==> config.mk <==
export PLATFORM = sky130hd
export DESIGN_NAME = sat_counter
export DESIGN_NICKNAME = d
export VERILOG_FILES = /design/src/rtl/skolem_witness_checker_sat_counter.sv
export SDC_FILE = /design/constraint.sdc
export NUM_CORES = 1
export LEC_CHECK = 0
export BUFFER_PORTS_ARGS = -buffer_cell sky130_fd_sc_hd__buf_4
export CAP_MARGIN = 30
export CORE_MARGIN = 1
export CORE_UTILIZATION = 30
export CTS_CLUSTER_DIAMETER = 200
export DETAILED_ROUTE_END_ITERATION = 7
export GPL_ROUTABILITY_DRIVEN = 0
export PLACE_DENSITY = 0.57
export RECOVER_POWER = 100
export SETUP_SLACK_MARGIN = 0.02
export SLEW_MARGIN = 10
export SYNTH_ARGS = -nofsm -noshare
export SYNTH_HDL_FRONTEND = slang
export SYNTH_SLANG_ARGS = --single-unit
==> constraint.sdc <==
create_clock -name clk -period 4.2 [get_ports clk]
set_input_delay 0 -clock clk [delete_from_list [all_inputs] [get_ports clk]]
set_output_delay 0 -clock clk [all_outputs]
set_load 0.05 [all_outputs]
==> src/rtl/skolem_witness_checker_sat_counter.sv <==
// Saturating up-counter: counts inc pulses, sticks at all-ones.
module sat_counter #(
  parameter int W = 8
) (
  input  logic         clk,
  input  logic         rst,
  input  logic         inc,
  output logic [W-1:0] cnt
);

  // Count up on inc until the counter reaches its maximum value.
  always_ff @(posedge clk) begin
    if (rst) begin
      cnt <= '0;
    end else if (inc && (cnt != {W{1'b1}})) begin
      cnt <= cnt + {{(W-1){1'b0}}, 1'b1};
    end
  end

endmodule

==> summary.txt <==
Detailed routing
  • Drt drc: 0
  • Post-route ant nets: 0
  • Drt first-iter violations: 5
  • Initial DRT Pass Iterations: 4
  • DR WL/cell: 12.6 um
  • WL final: ~930 um
  • Vias per cell: between 5 and 6
  • Vias: 401

Critical path
  • Worst Path Required: 4.34 ns
  • Crit path max fanout: 6
  • Crit. End Element: flop
  • Crit Path Class: reg -> reg
  • WP data arrival: 1.80 ns
  • Startpoint Class: flop

Global routing
  • Largest net degree at the start of global routing: 9
  • Vias in the first global route: about 340
  • Global-route wire length before repair: 1.46 mm
  • Initial antenna violation count: 0
  • Grt ovf: 0
  • GRT Overall Usage: 14.5%

Timing
  • Final period util: about 39%
  • RSZ-0062 raised after global routing: no
  • Setup TNS: 0 ns
  • Relative slew slack: 60.7%
  • Final hold slack: 0.103 ns
  • FMAX: 604 MHz
  • Slew of the pin with the lowest slew margin: 0.591 ns
  • Fin crit period: about 1.7 ns
  • Final hold vios: 0
  • Clock Skews: around 0.00074 ns
  • Fin. max-slew vios: 0
  • Final-report setup violation count: 0

Pwr
  • Leakage: between 0.15 and 0.2 nW
  • Peak supply drop: 0.145 mV
  • Total Power: about 160 uW
  • Power Density: 317 mW/mm^2

Die
  • Die area: 0.00159 mm^2
  • Starting Density: 32.7%
  • I/O pin cnt: 11
  • DIE WIDTH: 39.9 um
  • Core ar.: 0.00132 mm^2
  • Std-Cell Rows: 13
  • Die Y-Extent: 39.9 um

Synth
  • Synth top area cells: dfxtp_1 37%, a21oi_1 5.8%, a21boi_4 4.4%
  • Post-synthesis average cell area: 9.36 um^2
  • Synthesized area: between 400 and 500 um^2
  • Netlist cell types: 25
  • Yosys top cell by area: dfxtp_1
  • YS warnings: 0
  • Net Count, Synth: 50
  • Seq/Total Area, Yosys: between 30 and 40%
  • Post-synth top area share: ~37%
  • Mapped Cells: 46
  • Synth Register Bits: 8

Finish
  • Biggest regs: cnt (8)
  • Layout Cells excl Fill: 74
  • Synth-to-layout area growth: 16.0%
  • Filler cell count: between 100 and 150
  • Most frequent cells in the layout: 8 x dfxtp_1, 8 x clkbuf_1, 5 x a21oi_1, 5 x nand2_1, 3 x clkbuf_4
  • Most flops, register: cnt
  • Layout cell share with drive strength beyond 1: 13.6%
  • Final Net Count: 65
  • Area of the multi-input gates: 239 um^2
  • Ant diodes: 0
  • Largest register FFs: 8
  • Sequential Area: 160 um^2

Clock tree
  • TritonCTS Sinks: 8
  • Root Driver: clkbuf_4
  • H-tree depth: 1
  • CTS tree: done
  • Clk pin slew, worst setup/hold paths: 0.05 ns
  • Worst-Skew Late Latency: 0.25 ns
  • Max clock buf depth: 2
  • Cts bufs inserted: 3
  • Setup bufs post-CTS: 0

Outcome
  • Status: finished clean

Run
  • MaxCap Viol Count: 0

Placed design
  • Hpwl dp: 656 um
  • Placed cells: 70
  • I/O Buffers: 10

Worst hold path
  • Min-Delay Path Class: in -> reg
==> worst max-delay path, cell delays in order, from the launching register on <==
cell,delay (ns)
dfxtp_1,0.35
ha_1,0.27
and3_1,0.23
a21boi_0,0.36
mux2_4,0.33
==> metal layers <==
layer  part of all wire, %  vias up  GRT usage, %
li1                      -      204             -
met1                    49      182          17.9
met2                    44       15          20.2
met3                   6.8        0          8.52
met4                     0        0          5.17
met5                     0        -             0
==> path summary, 6_finish.rpt <==
path | to | from | slack, ns | depth (start not counted)
worst max-delay path | cnt[0] | cnt[0] | 2.54 | 4
worst min-delay path | cnt[2] | inc | 0.10 | 3
worst max register to register | cnt[0] | cnt[0] | 2.54 | 4
worst min register to register | cnt[1] | cnt[1] | 0.52 | 2
==> Yosys cell counts <==
cell      n
nor2_1    1
nand2b_1  1
nand2_1   5
o21ai_1   1
o21bai_1  2
nand4_1   2
mux2i_1   1
nor3_1    2
a21boi_4  1
nand3_1   2
and4_1    2
a21boi_0  1
a211oi_1  2
ha_1      1
and2b_2   1
a21oi_1   5
a311oi_1  1
o311a_1   1
and3_4    1
inv_1     1
or3_2     1
buf_6     1
mux2_4    1
a31oi_1   1
dfxtp_1   8
==> kinds of logic after synthesis <==
family                   after synthesis  share of synthesized area (%)
adder cells (fa/ha/maj)                1                           2.91
AO/OA/AOI/OAI                         15                           25.9
AND/OR/NAND/NOR                       18                           24.7
multiplexers                           2                           5.81
buffers and inverters                  2                           3.49
flip-flops                             8                           37.2
==> where the power goes <==
part | total (mW) | internal, mW | switching (mW) | leakage, nW
Clock | 0.0589 | 0.0327 | 0.0262 | 0.0138
Sequential | 0.0807 | 0.0779 | 0.00275 | 0.0648
Combinational | 0.0188 | 0.00630 | 0.0125 | 0.106
Total | 0.158 | 0.117 | 0.0415 | 0.184
==> cell type report <==
cell class | count | area share (%)
Multi-Input combinational cell | 36 | 47.9
Clock buffer | 3 | 4.51
Tap cell | 15 | 3.76
Inverter | 1 | 0.752
Sequential cell | 8 | 32.1
Timing Repair Buffer | 11 | 11.0
==> repair_timing <==
item,in CTS,in global routing
hold endpoints to repair,3,0
setup endpoints to repair,0,0
hold buffers,1,0
gates resized for setup,0,0
==> per-stage QoR <==
step	worst slack, ns	util (%)	instance area, um^2
finish	2.54	37.9	499
global route	2.50	37.9	499
CTS	2.76	41.4	546
detailed placement	2.77	38.9	513
global placement	2.82	38.9	513
floorplan	2.54	-	430
Note: power is estimated with default switching activity, not from simulation.
